### src/rtl/fp_mul_pkg.sv
// fp_mul_pkg: shared definitions for the iterative floating-point multiplier.
//   - state_t   : controller states (IDLE, MUL, NORM, DONE)
//   - bias_of   : exponent bias for a given exponent width
//   - qnan_of   : canonical quiet-NaN bit pattern for given field widths
//   - exp_field / frac_field / sign_field : field extraction from a packed
//     operand that has been zero-extended to FIELD_W bits
package fp_mul_pkg;

  typedef enum logic [1:0] {
    IDLE = 2'd0,
    MUL  = 2'd1,
    NORM = 2'd2,
    DONE = 2'd3
  } state_t;

  // Widest operand the helpers below can take apart.
  localparam int FIELD_W = 64;

  function automatic int bias_of(input int exp_w);
    return (32'sd1 << (exp_w - 32'sd1)) - 32'sd1;
  endfunction

  // Sign 0, exponent all ones, fraction MSB set, remaining fraction bits 0.
  function automatic logic [FIELD_W-1:0] qnan_of(input int exp_w, input int man_w);
    return (((64'd1 << exp_w) - 64'd1) << man_w) | (64'd1 << (man_w - 32'sd1));
  endfunction

  function automatic logic [FIELD_W-1:0] exp_field(input logic [FIELD_W-1:0] v,
                                                   input int exp_w, input int man_w);
    return (v >> man_w) & ((64'd1 << exp_w) - 64'd1);
  endfunction

  function automatic logic [FIELD_W-1:0] frac_field(input logic [FIELD_W-1:0] v,
                                                    input int man_w);
    return v & ((64'd1 << man_w) - 64'd1);
  endfunction

  function automatic logic sign_field(input logic [FIELD_W-1:0] v,
                                      input int exp_w, input int man_w);
    return v[exp_w + man_w];
  endfunction

endpackage

### src/rtl/fp_mant_shift_add.sv
// fp_mant_shift_add: iterative shift-add mantissa multiplier.
// A start pulse loads both operands; each following cycle retires BPC
// multiplier bits into the product. done is high during the cycle in which
// the last bits are retired, so product is complete after that edge.
// Ports:
//   clk, rst        clock, synchronous active-low reset
//   start           load mcand/mplier and begin
//   mcand, mplier   MW-bit mantissas (hidden bit included)
//   done            last retire happens at the coming edge
//   product         2*MW-bit accumulated product
module fp_mant_shift_add #(
  parameter int MW  = 24,
  parameter int BPC = 1
) (
  input  logic            clk,
  input  logic            rst,
  input  logic            start,
  input  logic [MW-1:0]   mcand,
  input  logic [MW-1:0]   mplier,
  output logic            done,
  output logic [2*MW-1:0] product
);

  localparam int N  = MW / BPC;
  localparam int CW = $clog2(N + 1);
  localparam logic [CW-1:0] LAST = CW'(N - 1);

  logic [2*MW-1:0] mcand_r;
  logic [MW-1:0]   mplr_r;
  logic [2*MW-1:0] prod_r;
  logic [CW-1:0]   cnt_r;
  logic            run_r;
  logic [2*MW-1:0] partial_s;

  // Sum of the multiplicand copies selected by the low BPC multiplier bits.
  always_comb begin
    partial_s = '0;
    for (int j = 0; j < BPC; j++) begin
      if (mplr_r[j]) begin
        partial_s = partial_s + (mcand_r << j);
      end else begin
        partial_s = partial_s;
      end
    end
  end

  // Operand load on start, then one BPC-bit retire per cycle.
  always_ff @(posedge clk) begin
    if (!rst) begin
      mcand_r <= '0;
      mplr_r  <= '0;
      prod_r  <= '0;
      cnt_r   <= '0;
      run_r   <= 1'b0;
    end else if (start) begin
      mcand_r <= {{MW{1'b0}}, mcand};
      mplr_r  <= mplier;
      prod_r  <= '0;
      cnt_r   <= '0;
      run_r   <= 1'b1;
    end else if (run_r) begin
      prod_r  <= prod_r + partial_s;
      mcand_r <= mcand_r << BPC;
      mplr_r  <= mplr_r >> BPC;
      cnt_r   <= cnt_r + {{(CW-1){1'b0}}, 1'b1};
      run_r   <= (cnt_r != LAST);
    end
  end

  assign done    = run_r && (cnt_r == LAST);
  assign product = prod_r;

endmodule

### src/rtl/floating_point_multiplier_iterative.sv
// floating_point_multiplier_iterative: multi-cycle IEEE-style multiplier.
// Accepts one operand pair at a time; result appears N+2 edges after the
// accepting edge (N = (MAN_W+1)/BPC), special cases included.
// Denormal inputs are flushed to zero.
// Ports:
//   clk, rst              clock, synchronous active-low reset
//   in_valid / in_ready   operand handshake (in_ready high only in IDLE)
//   a, b                  operands
//   out_valid / out_ready result handshake
//   result                product, held stable until taken
//   overflow, underflow   exponent range flags
//   busy                  controller not in IDLE
// Build option: define FPMUL_ROUND_NEAREST_EN for round-to-nearest-even;
// otherwise the fraction is truncated.
module floating_point_multiplier_iterative
  import fp_mul_pkg::*;
#(
  parameter int EXP_W = 8,
  parameter int MAN_W = 23,
  parameter int BPC   = 1
) (
  input  logic                     clk,
  input  logic                     rst,
  input  logic                     in_valid,
  output logic                     in_ready,
  input  logic [EXP_W+MAN_W:0]     a,
  input  logic [EXP_W+MAN_W:0]     b,
  output logic                     out_valid,
  input  logic                     out_ready,
  output logic [EXP_W+MAN_W:0]     result,
  output logic                     overflow,
  output logic                     underflow,
  output logic                     busy
);

  localparam int W  = 1 + EXP_W + MAN_W;
  localparam int MW = MAN_W + 1;
  localparam logic [EXP_W+1:0] BIAS_V = (EXP_W+2)'(bias_of(EXP_W));
  localparam logic [W-1:0]     QNAN_V = W'(qnan_of(EXP_W, MAN_W));
`ifdef FPMUL_ROUND_NEAREST_EN
  localparam bit ROUND_EN = 1'b1;
`else
  localparam bit ROUND_EN = 1'b0;
`endif

  state_t            state_r, state_nx_s;
  logic [W-1:0]      a_r, b_r;
  logic [W-1:0]      result_r;
  logic              overflow_r, underflow_r, out_valid_r;
  logic              accept_s, mul_done_s;
  logic [2*MW-1:0]   prod_s;

  logic              sign_s;
  logic [EXP_W-1:0]  ea_s, eb_s;
  logic [MAN_W-1:0]  fa_s, fb_s;
  logic              a_zero_s, b_zero_s, a_inf_s, b_inf_s, a_nan_s, b_nan_s;
  logic              hi_s, guard_s, sticky_s, round_up_s, carry_s;
  logic [MAN_W-1:0]  frac_s, frac_rnd_s;
  logic [EXP_W+1:0]  exp_fin_s;   // two's complement, sign in the top bit
  logic              exp_ovf_s, exp_unf_s;
  logic [W-1:0]      res_s;
  logic              ovf_s, unf_s;

  assign accept_s  = in_valid && (state_r == IDLE);
  assign in_ready  = (state_r == IDLE);
  assign busy      = (state_r != IDLE);
  assign out_valid = out_valid_r;
  assign result    = result_r;
  assign overflow  = overflow_r;
  assign underflow = underflow_r;

  fp_mant_shift_add #(.MW(MW), .BPC(BPC)) u_mant (
    .clk     (clk),
    .rst     (rst),
    .start   (accept_s),
    .mcand   ({1'b1, a[MAN_W-1:0]}),
    .mplier  ({1'b1, b[MAN_W-1:0]}),
    .done    (mul_done_s),
    .product (prod_s)
  );

  // Controller state register.
  always_ff @(posedge clk) begin
    if (!rst) begin
      state_r <= IDLE;
    end else begin
      state_r <= state_nx_s;
    end
  end

  // Controller next-state logic.
  always_comb begin
    state_nx_s = state_r;
    case (state_r)
      IDLE: if (in_valid) state_nx_s = MUL; else state_nx_s = IDLE;
      MUL:  if (mul_done_s) state_nx_s = NORM; else state_nx_s = MUL;
      NORM: state_nx_s = DONE;
      DONE: if (out_valid_r && out_ready) state_nx_s = IDLE; else state_nx_s = DONE;
      default: state_nx_s = IDLE;
    endcase
  end

  // Operand classification from the captured operands.
  always_comb begin
    sign_s   = sign_field(FIELD_W'(a_r), EXP_W, MAN_W) ^ sign_field(FIELD_W'(b_r), EXP_W, MAN_W);
    ea_s     = EXP_W'(exp_field(FIELD_W'(a_r), EXP_W, MAN_W));
    eb_s     = EXP_W'(exp_field(FIELD_W'(b_r), EXP_W, MAN_W));
    fa_s     = MAN_W'(frac_field(FIELD_W'(a_r), MAN_W));
    fb_s     = MAN_W'(frac_field(FIELD_W'(b_r), MAN_W));
    a_zero_s = (ea_s == '0);
    b_zero_s = (eb_s == '0);
    a_inf_s  = (&ea_s) && (fa_s == '0);
    b_inf_s  = (&eb_s) && (fb_s == '0);
    a_nan_s  = (&ea_s) && (fa_s != '0);
    b_nan_s  = (&eb_s) && (fb_s != '0);
  end

  // Normalisation: the product of two [1,2) mantissas lies in [1,4), so the
  // leading one is at one of the two top bit positions.
  always_comb begin
    hi_s = prod_s[2*MW-1];
    if (hi_s) begin
      frac_s   = prod_s[2*MAN_W:MAN_W+1];
      guard_s  = prod_s[MAN_W];
      sticky_s = |prod_s[MAN_W-1:0];
    end else begin
      frac_s   = prod_s[2*MAN_W-1:MAN_W];
      guard_s  = prod_s[MAN_W-1];
      sticky_s = |prod_s[MAN_W-2:0];
    end
    // Nearest-even: round up on guard unless exactly halfway with even LSB.
    round_up_s = ROUND_EN & guard_s & (sticky_s | frac_s[0]);
    {carry_s, frac_rnd_s} = {1'b0, frac_s} + {{MAN_W{1'b0}}, round_up_s};
    // A rounding carry turns 1.11..1 into 10.0: fraction is already 0, bump exponent.
    exp_fin_s = {2'b00, ea_s} + {2'b00, eb_s} - BIAS_V
              + {{(EXP_W+1){1'b0}}, hi_s} + {{(EXP_W+1){1'b0}}, carry_s};
    exp_ovf_s = !exp_fin_s[EXP_W+1] && (exp_fin_s[EXP_W] || (&exp_fin_s[EXP_W-1:0]));
    exp_unf_s = exp_fin_s[EXP_W+1] || (exp_fin_s == '0);
  end

  // Result selection, special operands first.
  always_comb begin
    res_s = '0;
    ovf_s = 1'b0;
    unf_s = 1'b0;
    if (a_nan_s || b_nan_s || (a_inf_s && b_zero_s) || (a_zero_s && b_inf_s)) begin
      res_s = QNAN_V;
    end else if (a_inf_s || b_inf_s) begin
      res_s = {sign_s, {EXP_W{1'b1}}, {MAN_W{1'b0}}};
    end else if (a_zero_s || b_zero_s) begin
      res_s = {sign_s, {(EXP_W+MAN_W){1'b0}}};
    end else if (exp_ovf_s) begin
      res_s = {sign_s, {EXP_W{1'b1}}, {MAN_W{1'b0}}};
      ovf_s = 1'b1;
    end else if (exp_unf_s) begin
      res_s = {sign_s, {(EXP_W+MAN_W){1'b0}}};
      unf_s = 1'b1;
    end else begin
      res_s = {sign_s, exp_fin_s[EXP_W-1:0], frac_rnd_s};
    end
  end

  // Operand capture, result registers and output valid.
  always_ff @(posedge clk) begin
    if (!rst) begin
      a_r         <= '0;
      b_r         <= '0;
      result_r    <= '0;
      overflow_r  <= 1'b0;
      underflow_r <= 1'b0;
      out_valid_r <= 1'b0;
    end else begin
      if (accept_s) begin
        a_r <= a;
        b_r <= b;
      end
      if (state_r == NORM) begin
        result_r    <= res_s;
        overflow_r  <= ovf_s;
        underflow_r <= unf_s;
      end
      out_valid_r <= (state_r == DONE) && !(out_valid_r && out_ready);
    end
  end

endmodule

### config.mk
export PLATFORM = sky130hd
export DESIGN_NAME = floating_point_multiplier_iterative
export DESIGN_NICKNAME = d
export VERILOG_FILES = /design/src/rtl/fp_mul_pkg.sv /design/src/rtl/fp_mant_shift_add.sv /design/src/rtl/floating_point_multiplier_iterative.sv
export SDC_FILE = /design/constraint.sdc
export NUM_CORES = 1
export LEC_CHECK = 0
export CORE_UTILIZATION = 50
export DETAILED_ROUTE_END_ITERATION = 7
export GPL_ROUTABILITY_DRIVEN = 0
export PLACE_DENSITY = 0.7
export SLEW_MARGIN = 20
export SYNTH_ARGS = -nofsm -noshare
export SYNTH_HDL_FRONTEND = slang
export SYNTH_SLANG_ARGS = --single-unit
export TNS_END_PERCENT = 30
### constraint.sdc
create_clock -name clk -period 5.05 [get_ports clk]
set_clock_uncertainty 0.2 [all_clocks]
set_input_delay 1.01 -clock clk [delete_from_list [all_inputs] [get_ports clk]]
set_output_delay 1.01 -clock clk [all_outputs]
set_load 0.01 [all_outputs]
==> results.md, run 1 <==
- The relative max-transition margin is 0.282.
- The total power draw is approximately 4100 uW.
- The startpoint of the most critical register-to-register path is a_r[23].
- The final max-slew violation count is 0.
- Averaged over all synthesized cells, the footprint is approximately 8.4 um^2.
- In the final layout, the share of cells above drive strength 1 is 0.0689.
- For this configuration, the core starts out at a cell density of 0.510.
- The largest single stage delay on the critical path is 0.59 ns.
- The total congestion overflow after global routing is 0.
- The most repeated cell in the gate-level netlist after synthesis is sky130_fd_sc_hd__nand2_1.
- The wire-length estimate of the detail-placed layout is between 20000 and 25000 um.
- Counting along the longest clock path gives a buffer depth of 3.
- Post-CTS repair changed the size of 0 cells.
- For the worst setup path, the data arrival time is 4.21 ns.
- The number of placement rows is 57.
- Hold repair after CTS inserted 0 buffers.
- The final standard cell area without fillers is ~14000 um^2.
- The die covers 25500 um^2.
- The number of failing hold endpoints at the final stage is 0.
- For this run, the detailed router's first-pass iteration total came to 5.
- After clock tree synthesis, the setup repair step added 0 buffers.
- The detailed router's first-iteration violation count is 526.
- The H-tree depth reported by CTS is 1.
- The number of global-route vias before repair is 9850.
- In this run the power density over the cells is 287 nW/um^2.
- The clock sink total is 227.
- During synthesis, Yosys emitted a total of 0 warnings.
- The number of distinct library cells after synthesis is 67.
- The startpoint of the most critical hold path is result[7].
- The number of synthesized flops with an enable pin is 0.
- Clock tree synthesis selected as its root buffer the cell sky130_fd_sc_hd__clkbuf_16.
- The routed design has approximately 29000 um of wire.
- The maximum clock frequency is 248 MHz.
- The setup violation total in the final timing report is 0.
- The post-synthesis net count is roughly 1.6k.
- The top cell family by delay on the critical path is compound AO/OA/AOI/OAI gates.
- TritonCTS built the clock tree.
- The repair_antennas step left the layout with diodes totalling 0.
- Along the worst path, the maximum fanout reaches 22.
- STA classifies the critical path endpoint as a register.
- Synthesis produced a netlist whose cell count is 1488.
- The horizontal die dimension is about 160 um.
- The area growth from synthesis to layout is 16.0%.
- STA classifies the critical path startpoint as a register.
- Buffers placed on the I/O ports in this run total 104.
- The part of the Yosys area used for sequential elements is 0.365.
- The setup total negative slack is 0 ns.
- The placed cell area is 13600 um^2.
- The number of CTS-inserted buffers is 26.
- In the routed design, unresolved DRC markers number 0.
- The share of the synthesized area in the top cell type is 0.365.
- The fraction of the cycle the final worst path needs is 0.799.
- The static leakage power is 0.00570 uW.
- The top cell type by total area after synthesis is sky130_fd_sc_hd__dfxtp_1.
- After clock tree synthesis, the clock-pin slew on the worst setup and hold paths is 0.06 ns.
- After synthesis, the cell types taking the most area are sky130_fd_sc_hd__dfxtp_1, sky130_fd_sc_hd__nand2_1, sky130_fd_sc_hd__a21boi_0.
- In the synthesized netlist the dominant register cell turns out to be sky130_fd_sc_hd__dfxtp_1.
- The worst path in the final design needs a cycle of 4.03 ns, including I/O delays and setup.
- The run finished with clean final reports.
- The minimum setup slack in the final design is 1.02 ns.
- The standard cell core area is 24400 um^2.
- Together, buffers and inverters on the worst path number 2.
- The mapped netlist covers 12400 um^2.
- Traced cell by cell, the critical path runs through inv_1, ha_1, inv_1, ha_1, fa_1, a21o_1, a21oi_1, o21ai_0, a21oi_1, xnor2_1, a2111oi_0, nor2_1, nand3_1, o21ai_0.
- The setup path with the least slack is of type register to register.
- The wire length of the first global-routing pass is around 48000 um.
- Entering global routing, the biggest net connects 121 pins.
- Setup repair after global routing left no endpoint under its margin.
- The count of max-cap constraint violations is 0.
- Counting flops with an async set or reset pin after synthesis yields a share of 0.
- The number of flip-flops and latches in the synthesized netlist is between 200 and 250.
- The cell at the slowest stage of the critical path is sky130_fd_sc_hd__a2111oi_0.
- The net count reported at finish is 1670.
- Tracing the worst setup path back leads to its startpoint at a_r[23].
- The endpoint required time on the critical path is 5.22 ns.
- For this run, the total global-route usage over all layers was measured as 0.223.
- Once detail routing completed, the nets flagged for antenna violations numbered 0.
- The worst setup slack after placement is around 1.1 ns.
- The maximum ir drop on the vdd rail is 0.219 mV.
- Dividing the detail-routed wire length by the instance count gives 15.3 um.
- At the later pin of the worst-skew pair, clock insertion delay measures approximately 0.53 ns.
- The actual transition at the worst max-transition pin is 1.07 ns.
- Sorting the synthesized cells by how often they occur yields sky130_fd_sc_hd__nand2_1, sky130_fd_sc_hd__dfxtp_1, sky130_fd_sc_hd__a21boi_0.
- The routed via count is 10.3k.
- The average vias per placed instance is ~5.5.
- The number of antenna violations at the first check in global routing is 0.
- The min-delay analysis places its worst path in the category register to register.
- In this run the count of I/O pins placed on the die edge is roughly 110.
- Measured along the y axis, the die boundary spans 160 um.
[area by class of cell]
| type | instances | area [um^2] |
|---|---|---|
| clock inverters | 7 | 103 |
| flip-flops and latches | 227 | 4550 |
| repair buffers | 113 | 1120 |
| clock buffers | 37 | 712 |
| inverters | 27 | 101 |
| well taps | 324 | 405 |
| multi-input cells | 1141 | 7440 |
| fillers | 2235 | 9970 |
[worst paths after layout]
kind / slack [ns] / cells past startpoint / endpoint
setup / recovery: 1.02 / 14 / result[18]
hold / removal: 0.25 / 2 / result[7]
setup reg to reg: 1.02 / 14 / result[18]
hold reg to reg: 0.25 / 2 / result[7]
[per-layer routing]
metal	wire length, um	GRT usage
met4	581	0.0559
met1	14200	0.310
met3	1040	0.0262
met5	0	0
met2	12800	0.367
[worst register-to-register path, stage by stage (launching register included)]
cell and delay, ns:
sky130_fd_sc_hd__dfxtp_1 0.36, sky130_fd_sc_hd__inv_1 0.06, sky130_fd_sc_hd__ha_1 0.27, sky130_fd_sc_hd__inv_1 0.04
sky130_fd_sc_hd__ha_1 0.20, sky130_fd_sc_hd__fa_1 0.40, sky130_fd_sc_hd__a21o_1 0.18, sky130_fd_sc_hd__a21oi_1 0.20
sky130_fd_sc_hd__o21ai_0 0.10, sky130_fd_sc_hd__a21oi_1 0.22, sky130_fd_sc_hd__xnor2_1 0.14, sky130_fd_sc_hd__a2111oi_0 0.59
sky130_fd_sc_hd__nor2_1 0.14, sky130_fd_sc_hd__nand3_1 0.58, sky130_fd_sc_hd__o21ai_0 0.21
[through the flow]
step / instances / hold slack [ns] / utilization
after CTS: 1875 / 0.255 / 0.590
after detailed placement: 1831 / 0.242 / 0.557
final: 1876 / 0.250 / 0.591
after global routing: 1876 / 0.279 / 0.591
after floorplan: 1488 / 0.232 / -
after global placement: 1831 / 0.233 / 0.557
[state kept, by name (all words and copies together), names as in the netlist]
| name | count |
|---|---|
| u_mant.mcand_r | 48 |
| u_mant.product | 48 |
| a_r | 32 |
| b_r | 32 |
| result | 32 |
| u_mant.mplr_r | 24 |
| u_mant.cnt_r | 5 |
| state_r | 2 |
| out_valid | 1 |
| overflow | 1 |
| u_mant.run_r | 1 |
| underflow | 1 |
[placed cells by master, fill, tap and decap left out, drive strengths merged, types with 34 or more instances in the layout]
| master | n |
|---|---|
| a21boi | 113 |
| a21o | 34 |
| a21oi | 67 |
| and2 | 55 |
| clkbuf | 37 |
| clkdlybuf4s50 | 103 |
| dfxtp | 227 |
| ha | 64 |
| mux2 | 45 |
| mux2i | 66 |
| nand2 | 265 |
| nor2 | 102 |
| o21ai | 77 |
[cells by family after synthesis]
family | after synthesis | synth area share
xor+xnor | 47 | 0.0331
mux | 111 | 0.0939
simple gates | 529 | 0.190
buf+inv | 120 | 0.0373
fa+ha+maj | 66 | 0.0676
compound gates | 388 | 0.213
flops | 227 | 0.365
[power by group]
part / switching (uW) / leakage (uW) / total, uW / internal [uW]
Clock: 730 / 0.000398 / 1810 / 1080
Sequential: 56.8 / 0.00185 / 1910 / 1860
Combinational: 222 / 0.00346 / 413 / 190
Total: 1010 / 0.00570 / 4140 / 3130
Power figures use the tool's default switching activity.
==> run 2: changes to the inputs <==
PLACE_DENSITY = 0.73   (was 0.7)
clock period = 3.5 ns   (was 5.05 ns; I/O delays follow)
==> results.md, run 2 (synthesis gave the netlist of run 1 again) <==
- Run status: completed (unchanged).
- The area occupied by multi-input gates came to 7570 um^2 (was 7440 um^2).
- The count of pins on the block boundary is 105 (unchanged).
- The area used by sequential logic in the layout is 4550 um^2 (unchanged).
- The final max-slew violation count came to 0 (unchanged).
- The H-tree depth reported by CTS is 1 (unchanged).
- The static leakage power is 0.00594 uW (was 0.00570 uW).
- The routed via count is 10.7k (was 10.3k).
- The proportion of total power due to net switching came to 0.245 (was 0.244).
- The endpoint required time on the critical path is 3.71 ns (was 5.22 ns).
- The reg-to-reg setup timing slack is 0.1 ns (was 1.02 ns).
- The count of max-cap constraint violations is 0 (unchanged).
- Commonest cells after routing, fill and taps aside: sky130_fd_sc_hd__nand2_1, sky130_fd_sc_hd__dfxtp_1, sky130_fd_sc_hd__a21boi_0, sky130_fd_sc_hd__clkdlybuf4s50_1, sky130_fd_sc_hd__nor2_1 (unchanged).
- The y dimension of the die came to 160 um (unchanged).
- The part of the power in the clock network came to 0.448 (was 0.438).
- The horizontal die dimension is 160 um (unchanged).
- The maximum clock frequency is 294 MHz (was 248 MHz).
- The area growth from synthesis to layout is 20.4% (was 16.0%).
- The post-route antenna net violation count came to 0 (unchanged).
- The type of the worst min-delay path was register to register (unchanged).
- The number of antenna violations at the first check in global routing is 0 (unchanged).
- The post-route non-filler standard cell count is 1918 (was 1876).
- The worst setup slack after placement is -0.101 ns (was 1.07 ns).
- The critical path endpoint category is a register (unchanged).
- The standard cell core area was 24400 um^2 (unchanged).
- The minimum clock period was 3.40 ns (was 4.03 ns).
- The largest buffer count on any clock path is 3 (unchanged).
- The number of cells on the worst reg-to-reg path is 11 (was 14).
- The number of CTS-inserted buffers is 25 (was 26).
- The cell count of the worst hold path is 2 (unchanged).
- The switching power summed over all nets is 1500 uW (was 1010 uW).
- The DRC violations left is 0 (unchanged).
- The average vias per placed instance came to 5.58 (was 5.48).
- The kind of start point of the critical path is a register (unchanged).
- The total congestion overflow after global routing came to 0 (unchanged).
- The root buffer selected by CTS is sky130_fd_sc_hd__clkbuf_16 (unchanged).
- The detailed router's first-iteration violation count was 737 (was 526).
- The TritonCTS clock tree is done (unchanged).
- The startpoint of the most critical register-to-register path was u_mant.mplr_r[0] (was a_r[23]).
- The number of placement rows is 57 (unchanged).
- The number of failing hold endpoints at the final stage came to 0 (unchanged).
- The clock sink total was 227 (unchanged).
- The share of the core filled with cells is 0.614 (was 0.591).
- The net count reported at finish is 1709 (was 1670).
- The die area is 25500 um^2 (unchanged).
- The number of search-and-repair iterations in the first detailed-routing pass is 5 (unchanged).
- The total track usage is 0.227 (was 0.223).
- The number of buffers inserted by port buffering is 104 (unchanged).
- The later-pin clock latency in the skew report was 0.53 ns (about the same).
- The placed cell area is 13900 um^2 (was 13600 um^2).
- The relative max-transition margin is 0.249 (was 0.282).
- The actual transition at the worst max-transition pin came to 1.12 ns (was 1.07 ns).
- The wire length of the first global-routing pass is 49100 um (was 48200 um).
- The most frequent standard cell in the layout excluding fill and tap cells was sky130_fd_sc_hd__nand2_1 (unchanged).
- The worst min-delay path endpoint was result[11] (was result[7]).
- The wire length reported by the detailed router is 30000 um (was 28600 um).
- The number of diodes came to 0 (unchanged).
- The power per cell area came to 410 nW/um^2 (was 287 nW/um^2).
- The minimum setup slack in the final design is 0.0981 ns (was 1.02 ns).
- The maximum ir drop on the vdd rail is 0.311 mV (was 0.219 mV).
- The final standard cell area without fillers is 15000 um^2 (was 14400 um^2).
- The startpoint of the most critical hold path is result[11] (was result[7]).
- The part of the total power dissipated in sequential elements came to 0.450 (was 0.463).
- The largest net degree at the start of global routing came to 111 (was 121).
- The worst-path maximum fanout is 21 (was 22).
- The wire length per cell after detailed routing is 15.6 um (was 15.3 um).
- Setup repair after global routing missed its margin: yes (was no).
- The number of global-route vias before repair is 10.1k (was 9850).
- The combinational group share of total power is 0.102 (was 0.100).
- The end of the worst register-to-register path is u_mant.product[45] (was result[18]).
- The half-perimeter wire length of the detailed placement result was 21000 um (was 20300 um).
- The starting density of the core is 0.510 (unchanged).
- The setup violation total in the final timing report is 0 (unchanged).
- The fraction of the cycle the final worst path needs is 0.972 (was 0.799).
- The count of filler cells inserted in the layout is 2170 (was 2235).
- The fraction of layout instances using a drive strength above 1 came to 0.109 (was 0.0689).
- The cell count after placement came to 1868 (was 1831).
- The data arrival time of the critical path was 3.61 ns (was 4.21 ns).
- The worst setup path category is register to register (unchanged).
- The clock transition time at the flip-flop clock pins of the worst setup and hold paths is 0.06 ns (about the same).
- The internal power came to 4630 uW (was 3130 uW).
- The total power draw is 6130 uW (was 4140 uW).
-- run 2: power groups by stage --
stage	clock (uW)	sequential (uW)	combinational [uW]
detailed placement	0	2820	611
global placement	0	2810	603
finish	2750	2760	629
global route	2890	2770	694
floorplan	0	2780	426
CTS	2780	2760	617
-- run 2: per-layer routing --
layer,up-vias,GRT usage,wire [um]
met5,-,0,0
met4,0,0.0638,713
met3,57,0.0296,1240
met2,258,0.374,13700
met1,4996,0.312,14300
li1,5397,-,-
-- run 2: area by class of cell --
cell class / instances / share of cell area
repair buffers: 153 / 0.0988
well taps: 324 / 0.0271
clock buffers: 34 / 0.0480
clock inverters: 12 / 0.00994
inverters: 27 / 0.00677
multi-input cells: 1141 / 0.506
flip-flops and latches: 227 / 0.304
-- run 2: worst max path at each step --
stage,from,end,slack (ns),depth (start not counted)
after floorplan,u_mant.product[47],result[10],0.06,16
after global placement,u_mant.mplr_r[0],u_mant.product[39],-0.17,13
after detailed placement,u_mant.mplr_r[0],u_mant.product[47],-0.10,13
after CTS,u_mant.mplr_r[0],u_mant.product[47],0.02,13
after global routing,u_mant.mplr_r[0],u_mant.product[45],-0.06,11
final,u_mant.mplr_r[0],u_mant.product[45],0.1,11
-- run 2: per-stage QoR --
step / setup TNS (ns) / hold slack, ns
2_1_floorplan: 0 / 0.232
3_3_place_gp: -0.339 / 0.234
3_5_place_dp: -0.232 / 0.247
4_1_cts: 0 / 0.263
5_1_grt: -0.660 / 0.284
6_report: 0 / 0.257
-- run 2: repair_timing --
item / CTS / global route
resized for setup: 6 / 27
cloned: 0 / 3
pin swaps: 0 / 12
setup buffers: 0 / 1
hold buffers: 0 / 0
endpoints found under the setup margin: 6 / 35
-- run 2: worst max-delay path, stage by stage (launching register included) --
cell and delay [ns]:
sky130_fd_sc_hd__dfxtp_1 0.31, sky130_fd_sc_hd__buf_4 0.18, sky130_fd_sc_hd__and2_1 0.15, sky130_fd_sc_hd__ha_1 0.31
sky130_fd_sc_hd__and2_4 0.16, sky130_fd_sc_hd__nand3_2 0.07, sky130_fd_sc_hd__or4_1 0.52, sky130_fd_sc_hd__o21a_1 0.25
sky130_fd_sc_hd__o31a_1 0.37, sky130_fd_sc_hd__o41ai_4 0.37, sky130_fd_sc_hd__a21oi_1 0.11, sky130_fd_sc_hd__a311o_1 0.26
